`src/rtl/clock_time_core.sv`:
```
// Timekeeping core: divides clk to a 1 Hz tick and keeps 24-hour HH:MM:SS as BCD digits.
// A SET mode freezes time and lets the user step the hour, minute or second field.
module clock_time_core #(
  parameter int CLK_FREQ = 50_000_000
) (
  input  logic       clk,
  input  logic       rst,
  input  logic       run_en,
  input  logic       set_mode,
  input  logic [1:0] sel_field,
  input  logic       inc_btn,
  output logic [3:0] hr_tens,
  output logic [3:0] hr_ones,
  output logic [3:0] min_tens,
  output logic [3:0] min_ones,
  output logic [3:0] sec_tens,
  output logic [3:0] sec_ones,
  output logic       sec_tick,
  output logic       day_wrap
);
  localparam int CW = $clog2(CLK_FREQ);
  localparam logic [CW-1:0] TERM = CW'(CLK_FREQ - 1);

  typedef enum logic {RUN = 1'b0, SET = 1'b1} state_t;

  state_t        state_q, state_d;
  logic [CW-1:0] cnt_q, cnt_d;
  logic          inc_q;
  logic [3:0]    hr_tens_q, hr_ones_q, min_tens_q, min_ones_q, sec_tens_q, sec_ones_q;
  logic [3:0]    hr_tens_d, hr_ones_d, min_tens_d, min_ones_d, sec_tens_d, sec_ones_d;
  logic          sec_tick_q, sec_tick_d, day_wrap_q, day_wrap_d;
  logic          in_set, tick, inc_edge;
  logic          sec_last, min_last, hr_last;

  // One BCD field step: wraps to 00 after {t_max,o_max}, otherwise ones roll into tens.
  function automatic logic [7:0] inc_bcd(input logic [3:0] t, input logic [3:0] o,
                                         input logic [3:0] t_max, input logic [3:0] o_max);
    if (t == t_max && o == o_max) return 8'h00;
    else if (o == 4'd9)           return {t + 4'd1, 4'd0};
    else                          return {t, o + 4'd1};
  endfunction

  // State register
  always_ff @(posedge clk or posedge rst) begin
    if (rst) state_q <= RUN;
    else     state_q <= state_d;
  end

  // Next-state logic: set_mode is a plain level selecting the state
  always_comb begin
    state_d = state_q;
    case (state_q)
      RUN: if (set_mode)  state_d = SET;
      SET: if (!set_mode) state_d = RUN;
      default: state_d = RUN;
    endcase
  end

  // State outputs; a terminal count coinciding with entry to SET is dropped
  always_comb begin
    in_set   = (state_q == SET);
    tick     = !in_set && !set_mode && run_en && (cnt_q == TERM);
    inc_edge = in_set && inc_btn && !inc_q;
  end

  assign sec_last = (sec_tens_q == 4'd5) && (sec_ones_q == 4'd9);
  assign min_last = (min_tens_q == 4'd5) && (min_ones_q == 4'd9);
  assign hr_last  = (hr_tens_q  == 4'd2) && (hr_ones_q  == 4'd3);

  always_comb begin
    cnt_d      = cnt_q;
    hr_tens_d  = hr_tens_q;
    hr_ones_d  = hr_ones_q;
    min_tens_d = min_tens_q;
    min_ones_d = min_ones_q;
    sec_tens_d = sec_tens_q;
    sec_ones_d = sec_ones_q;
    sec_tick_d = 1'b0;
    day_wrap_d = 1'b0;

    if (in_set)      cnt_d = '0;
    else if (run_en) cnt_d = (cnt_q == TERM) ? '0 : cnt_q + 1'b1;

    if (tick) begin
      sec_tick_d = 1'b1;
      {sec_tens_d, sec_ones_d} = inc_bcd(sec_tens_q, sec_ones_q, 4'd5, 4'd9);
      if (sec_last)
        {min_tens_d, min_ones_d} = inc_bcd(min_tens_q, min_ones_q, 4'd5, 4'd9);
      if (sec_last && min_last)
        {hr_tens_d, hr_ones_d} = inc_bcd(hr_tens_q, hr_ones_q, 4'd2, 4'd3);
      day_wrap_d = sec_last && min_last && hr_last;
    end else if (inc_edge) begin
      // Field steps wrap inside the field only; no carry into the next one
      case (sel_field)
        2'd0: {sec_tens_d, sec_ones_d} = inc_bcd(sec_tens_q, sec_ones_q, 4'd5, 4'd9);
        2'd1: {min_tens_d, min_ones_d} = inc_bcd(min_tens_q, min_ones_q, 4'd5, 4'd9);
        2'd2: {hr_tens_d, hr_ones_d}   = inc_bcd(hr_tens_q, hr_ones_q, 4'd2, 4'd3);
        default: ;
      endcase
    end
  end

  always_ff @(posedge clk or posedge rst) begin
    if (rst) begin
      cnt_q      <= '0;
      inc_q      <= 1'b0;
      hr_tens_q  <= '0;
      hr_ones_q  <= '0;
      min_tens_q <= '0;
      min_ones_q <= '0;
      sec_tens_q <= '0;
      sec_ones_q <= '0;
      sec_tick_q <= 1'b0;
      day_wrap_q <= 1'b0;
    end else begin
      cnt_q      <= cnt_d;
      inc_q      <= inc_btn;
      hr_tens_q  <= hr_tens_d;
      hr_ones_q  <= hr_ones_d;
      min_tens_q <= min_tens_d;
      min_ones_q <= min_ones_d;
      sec_tens_q <= sec_tens_d;
      sec_ones_q <= sec_ones_d;
      sec_tick_q <= sec_tick_d;
      day_wrap_q <= day_wrap_d;
    end
  end

  assign hr_tens  = hr_tens_q;
  assign hr_ones  = hr_ones_q;
  assign min_tens = min_tens_q;
  assign min_ones = min_ones_q;
  assign sec_tens = sec_tens_q;
  assign sec_ones = sec_ones_q;
  assign sec_tick = sec_tick_q;
  assign day_wrap = day_wrap_q;
endmodule

```
`config.mk`:
```
export PLATFORM = sky130hd
export DESIGN_NAME = clock_time_core
export DESIGN_NICKNAME = d
export VERILOG_FILES = /design/src/rtl/clock_time_core.sv
export SDC_FILE = /design/constraint.sdc
export NUM_CORES = 1
export LEC_CHECK = 0
export ABC_AREA = 1
export CAP_MARGIN = 0
export CORE_MARGIN = 2
export CORE_UTILIZATION = 45
export DETAILED_ROUTE_END_ITERATION = 7
export PLACE_DENSITY_LB_ADDON = 0.12
export SYNTH_ARGS = -nofsm -noshare
export SYNTH_HDL_FRONTEND = slang
export SYNTH_SLANG_ARGS = --single-unit
```
`constraint.sdc`:
```
create_clock -name clk -period 4.23 [get_ports clk]
set_input_delay 0.846 -clock clk [delete_from_list [all_inputs] [get_ports clk]]
set_output_delay 0.846 -clock clk [all_outputs]
set_load 0.005 [all_outputs]
```
==> flow_metrics.py, run 1 <==
metrics = {
    "run_status": {
        "status": "completed",
    },
    "setup_path": {
        "crit_chain": "clkdlybuf4s50_1 -> nor2_2 -> inv_1 -> nand2_1 -> o21ai_0 -> a21oi_1",
        "ff2ff_setup_slack_ns": 1.96,
        "path_max_fanout": 11,
        "cpPeakStageDelay_ns": 0.45,
        "r2r-end": "hr_tens[1]",
        "path_class": "in2reg",
        "reg2regPathDepth": 11,
        "cp-end-kind": "flop",
        "r2r-start": "min_ones[1]",
        "crit_arrival_ns": 2.55,
        "critPathRequiredTime_ns": 4.47,
        "crit_slowest_cell": "clkdlybuf4s50_1",
        "startpoint_type": "input pin",
    },
    "floorplan": {
        "start_util": 0.465,
        "fp.dieH_microns": 90.8,
        "io_pins": 33,
        "row_count": 31,
        "core_sq_um": 7290,
        "die_w_microns": 90.8,
        "die_area_sq_um": 8250,
    },
    "yosys": {
        "synth_enable_flop_cells": 0,
        "syn_avg_cell_area_sq_um": 7.42,
        "synth.area.top_cells": "dfrtp_1, nand2_1, nor2_1",
        "synthMuxAreaShare": 0,
        "synth_compound_area_frac": 0.0557,
        "yosys.area_share.simple": 0.392,
        "syn_area_sq_um": 3390,
        "synth_fa_ha_area_frac": 0.0480,
        "yosysSeqAreaShare": 0.398,
        "synth_ff_type": "dfrtp_1",
        "synth_top_family_by_area": "simple AND/OR/NAND/NOR gates",
        "synth_largest_area_cell": "dfrtp_1",
        "synth_cells": 457,
        "async_flop_share": 1.00,
        "ys_ff_latch": 54,
        "ys_types": 34,
        "synth.most_common_cell": "nand2_1",
        "synth-xor-area-share": 0.0336,
        "synth_nets": 477,
        "synth_top_area_frac": 0.398,
        "ys_warn_count": 0,
        "netlist_top_cells_count": "nand2_1, nor2_1, dfrtp_1",
    },
    "sta": {
        "fin_setup_tns_ns": 0,
        "setup_viol": 0,
        "post-route-period-util": 0.545,
        "tightest_slew_ns": 0.885,
        "max_clock_freq_mhz": 434,
        "relSlewSlack": 0.409,
        "drv_slew": 0,
        "grt_setup_unrepaired": "false",
        "period_minus_slack_ns": 2.31,
        "hold_viol_final": 0,
        "fin_worst_skew_ns": 0.0109,
    },
    "route": {
        "first_pass_iters": 4,
        "drc": 0,
        "routed_wl_mm": 7.48,
        "viasPerCell": 5.05,
        "final_antenna_net_count": 0,
        "vias": 2981,
        "post_drt_wl_per_cell_microns": 12.7,
        "drt_iter0_markers": 185,
    },
    "clock_tree": {
        "ctsHoldBuffers": 0,
        "clock_sinks": 54,
        "ctsResizeCount": 0,
        "postCtsSetupBuffers": 0,
        "clock_latency_ns": 0.32,
        "cts_buffers": 5,
        "cts_max_level": 2,
        "cts_tree": "built",
        "clkTransAtPathRegs_ns": 0.10,
        "cts-root-buf": "clkbuf_8",
        "cts_buffer_depth": 2,
    },
    "finish": {
        "antenna_cells": 0,
        "nets": 510,
        "fin_cells": 590,
        "synthToLayoutAreaGrowth_pct": 14.5,
        "final_layout_size_suffix_gt1_frac": 0.0855,
        "postLayoutCoreUtil": 0.533,
    },
    "global_route": {
        "grt_max_degree": 43,
        "grt_pass1_wl_mm": 13.3,
        "grt_pass1_vias": 2755,
        "globalRouteOverflowTotal": 0,
        "track_usage": 0.196,
        "antenna_found_initial": 0,
    },
    "worst_hold_path": {
        "hp-start": "cnt_q[1]",
        "worst_hold_path_type": "reg2reg",
        "holdPathStages": 2,
        "whs_endpoint": "cnt_q[1]",
    },
    "power": {
        "ir_worst_vdd_v": 0.000138,
        "finalPower_uw": 1150,
        "p_per_area_nw_per_um2": 297,
        "leakage_uw": 0.00183,
    },
    "place": {
        "port_buffers": 32,
        "hpwl_mm": 5.63,
        "place_inst": 582,
        "gp_congestion": 0.899,
    },
    "run": {
        "drv_cap": 0,
    },
}
[per-layer routing]
layer  global-route usage  vias up  part of all wire
met4               0.0480        0             0.011
li1                     -     1528                 -
met2                0.313       59              0.46
met3               0.0359        8             0.039
met5                    0        -                 0
met1                0.277     1386              0.49
[report_power, final]
group / switching [uW] / internal [uW]
clock network: 184 / 117
logic: 107 / 125
registers: 60.3 / 560
[registers in the layout, summed over array words and instances, names as in the netlist]
name and flops:
cnt_q 26, day_wrap 1, hr_ones 4, hr_tens 4
in_set 1, inc_q 1, min_ones 4, min_tens 4
sec_ones 4, sec_tens 4, sec_tick 1
[layout by cell type (no fill, tap or decap), types with 2 or more instances in the layout]
master,instances
nand2_4,3
nor2_2,8
inv_1,49
inv_2,3
nor2_4,4
o21ai_1,5
a31oi_1,2
nand4_1,7
nand3_1,42
nor3_1,16
clkdlybuf4s50_1,32
nand4_2,2
nor2_1,67
o21ai_0,12
nor3_4,2
ha_1,13
nand3_2,2
nand3b_1,3
dfrtp_1,54
xor2_1,10
nand2_2,7
clkbuf_8,5
nor3b_1,2
nand2_1,115
a21oi_1,12
xnor2_1,3
[cell families (layout without fill, tap and decap cells)]
kind of cell | count (synthesis) | count (layout)
xor gates and xnor gates | 13 | 13
DFF | 54 | 54
AOI/OAI and AO/OA | 34 | 34
buffers and inverters | 59 | 93
adders and majority gates | 13 | 13
and+or+nand+nor | 284 | 284
[worst max path at each step]
| stage | endpoint | depth (start not counted) | startpoint |
|---|---|---|---|
| floorplan | cnt_q[0] | 1 | rst |
| global placement | cnt_q[11] | 6 | run_en |
| detailed placement | cnt_q[11] | 6 | run_en |
| CTS | cnt_q[11] | 6 | run_en |
| global route | hr_tens[0] | 11 | min_ones[1] |
| finish | cnt_q[11] | 6 | run_en |
[through the flow]
| step | cell area [sq um] | setup slack [ns] | hold WS (ns) |
|---|---|---|---|
| after floorplan | 3390 | 2.07 | 0.475 |
| after global placement | 3790 | 1.66 | 0.504 |
| after detailed placement | 3790 | 1.58 | 0.497 |
| after CTS | 3880 | 1.93 | 0.528 |
| after global routing | 3880 | 1.69 | 0.575 |
| final | 3880 | 1.92 | 0.527 |
[layout make-up]
type                       instances  area [sq um]
inverter                          52           195
sequential                        54          1350
fill                             745          3410
tap                               99           124
clock buffer                       5          68.8
clock inverter                     3          21.3
multi-input combinational        344          1800
timing repair buffer              33           328
[worst max-delay path: cells and delay by family]
family	cells	cell delay [ns]
buffers and inverters	2	0.74
and+or+nand+nor	2	0.69
AOI/OAI and AO/OA	2	0.26
(Power assumes the default switching activity.)
==> inputs of run 2 (changes only) <==
clock period = 2.4 ns   (was 4.23 ns; I/O delays follow)
==> run 2 against run 1 <==
Sequential power increased by 76%. Flip-flop and latch count unchanged. Die area unchanged. Critical path type is now reg2reg. Critical endpoint is now cnt_q[24].
==> flow_metrics.py, run 2 (synthesis results as in run 1) <==
metrics = {
    "global_route": {
        "track_usage": 0.194,
        "antenna_found_initial": 0,
        "grt_pass1_wl_mm": 13.1,
        "grt_max_degree": 55,
        "globalRouteOverflowTotal": 0,
        "grt_pass1_vias": 2806,
    },
    "clock_tree": {
        "clkTransAtPathRegs_ns": 0.10,
        "clock_latency_ns": 0.31,
        "cts_buffers": 5,
        "ctsResizeCount": 0,
        "cts-root-buf": "clkbuf_8",
        "clock_sinks": 54,
        "cts_tree": "built",
        "ctsHoldBuffers": 0,
        "cts_buffer_depth": 2,
        "postCtsSetupBuffers": 0,
        "cts_max_level": 2,
    },
    "route": {
        "final_antenna_net_count": 0,
        "post_drt_wl_per_cell_microns": 12.4,
        "drc": 0,
        "vias": 2910,
        "viasPerCell": 4.92,
        "drt_iter0_markers": 129,
        "first_pass_iters": 4,
        "routed_wl_mm": 7.35,
    },
    "floorplan": {
        "start_util": 0.465,
        "die_w_microns": 90.8,
        "row_count": 31,
        "die_area_sq_um": 8250,
        "io_pins": 33,
        "fp.dieH_microns": 90.8,
        "core_sq_um": 7290,
    },
    "finish": {
        "multi_input_area_sq_um": 1800,
        "nets": 512,
        "regArea_sq_um": 1350,
        "fillCellCount": 736,
        "largest_reg_flops": 26,
        "synthToLayoutAreaGrowth_pct": 16.0,
        "layout_common_cells": "nand2_1, nor2_1, dfrtp_1, inv_1, nand3_1",
        "layout_commonest_cell": "nand2_1",
        "final_layout_size_suffix_gt1_frac": 0.0874,
        "regMostFlops": "cnt_q",
        "antenna_cells": 0,
    },
    "sta": {
        "fin_setup_tns_ns": 0,
        "max_clock_freq_mhz": 516,
        "hold_viol_final": 0,
        "post-route-period-util": 0.808,
        "worst_slack_ns": 0.461,
        "relSlewSlack": 0.691,
        "period_minus_slack_ns": 1.94,
        "grt_setup_unrepaired": "false",
        "tightest_slew_ns": 0.461,
        "fin_hold_ws_ns": 0.509,
        "drv_slew": 0,
        "fin_worst_skew_ns": 0.00806,
        "setup_viol": 0,
    },
    "setup_path": {
        "path_class": "reg2reg",
        "r2r-end": "cnt_q[24]",
        "cp-end-kind": "flop",
        "startpoint_type": "flop",
        "r2r-start": "cnt_q[0]",
        "ff2ff_setup_slack_ns": 0.46,
        "crit_arrival_ns": 2.13,
        "reg2regPathDepth": 10,
        "critPathRequiredTime_ns": 2.59,
        "path_max_fanout": 8,
    },
    "place": {
        "port_buffers": 32,
        "gp_congestion": 0.870,
        "dp_slack_ns": 0.257,
        "hpwl_mm": 5.54,
    },
    "power": {
        "p_per_area_nw_per_um2": 545,
        "leakage_uw": 0.00185,
        "ir_worst_vdd_v": 0.000305,
    },
    "run": {
        "drv_cap": 0,
    },
    "worst_hold_path": {
        "worst_hold_path_type": "in2async",
    },
    "run_status": {
        "status": "completed",
    },
}
## run 2: cell count changes in the layout (fill, tap and decap cells not counted), sizes merged
cell / before / now
clkinv: 2 / 0
bufinv: 0 / 1
clkinvlp: 1 / 0
clkbuf: 5 / 6
buf: 1 / 3
## run 2: layer usage
metal,track usage,part of all wire,vias to the layer above
met4,0.0429,0.014,0
met1,0.276,0.49,1325
met2,0.310,0.46,54
met3,0.0342,0.041,9
met5,0,0,-
li1,-,-,1522
## run 2: how the worst max path moves through the flow
stage | cells past startpoint | to | start
2_1_floorplan | 1 | cnt_q[0] | rst
3_3_place_gp | 6 | cnt_q[24] | run_en
3_5_place_dp | 6 | cnt_q[24] | run_en
4_1_cts | 10 | cnt_q[24] | cnt_q[0]
5_1_grt | 10 | cnt_q[12] | cnt_q[0]
6_report | 10 | cnt_q[24] | cnt_q[0]
## run 2: report_power, final
part / switching (uW) / internal (uW)
Combinational: 193 / 224
Sequential: 103 / 987
Clock: 301 / 334
## run 2: critical path, cell delays in order, from the launching register on
cell and delay (ns):
dfrtp_1 0.41, ha_1 0.23, nand2_2 0.09, nor2_1 0.17, nand2_1 0.13, nor2_2 0.15
nand2_2 0.10, nand2_1 0.10, nand2_1 0.21, o21ai_0 0.16, a21oi_1 0.07
## run 2: area by class of cell
class	count	share of cell area
multi-input combinational	344	0.456
sequential	54	0.344
timing repair buffer	35	0.0903
inverter	52	0.0496
tap	99	0.0315
clock buffer	6	0.0210
clock inverter	1	0.00763
## run 2: through the flow
stage	std cells	area (sq um)	power, uW	utilization
floorplan	457	3390	1330	-
global placement	584	3820	1520	0.524
detailed placement	584	3820	1530	0.524
CTS	591	3930	2170	0.539
global route	591	3930	2270	0.539
finish	591	3930	2140	0.539
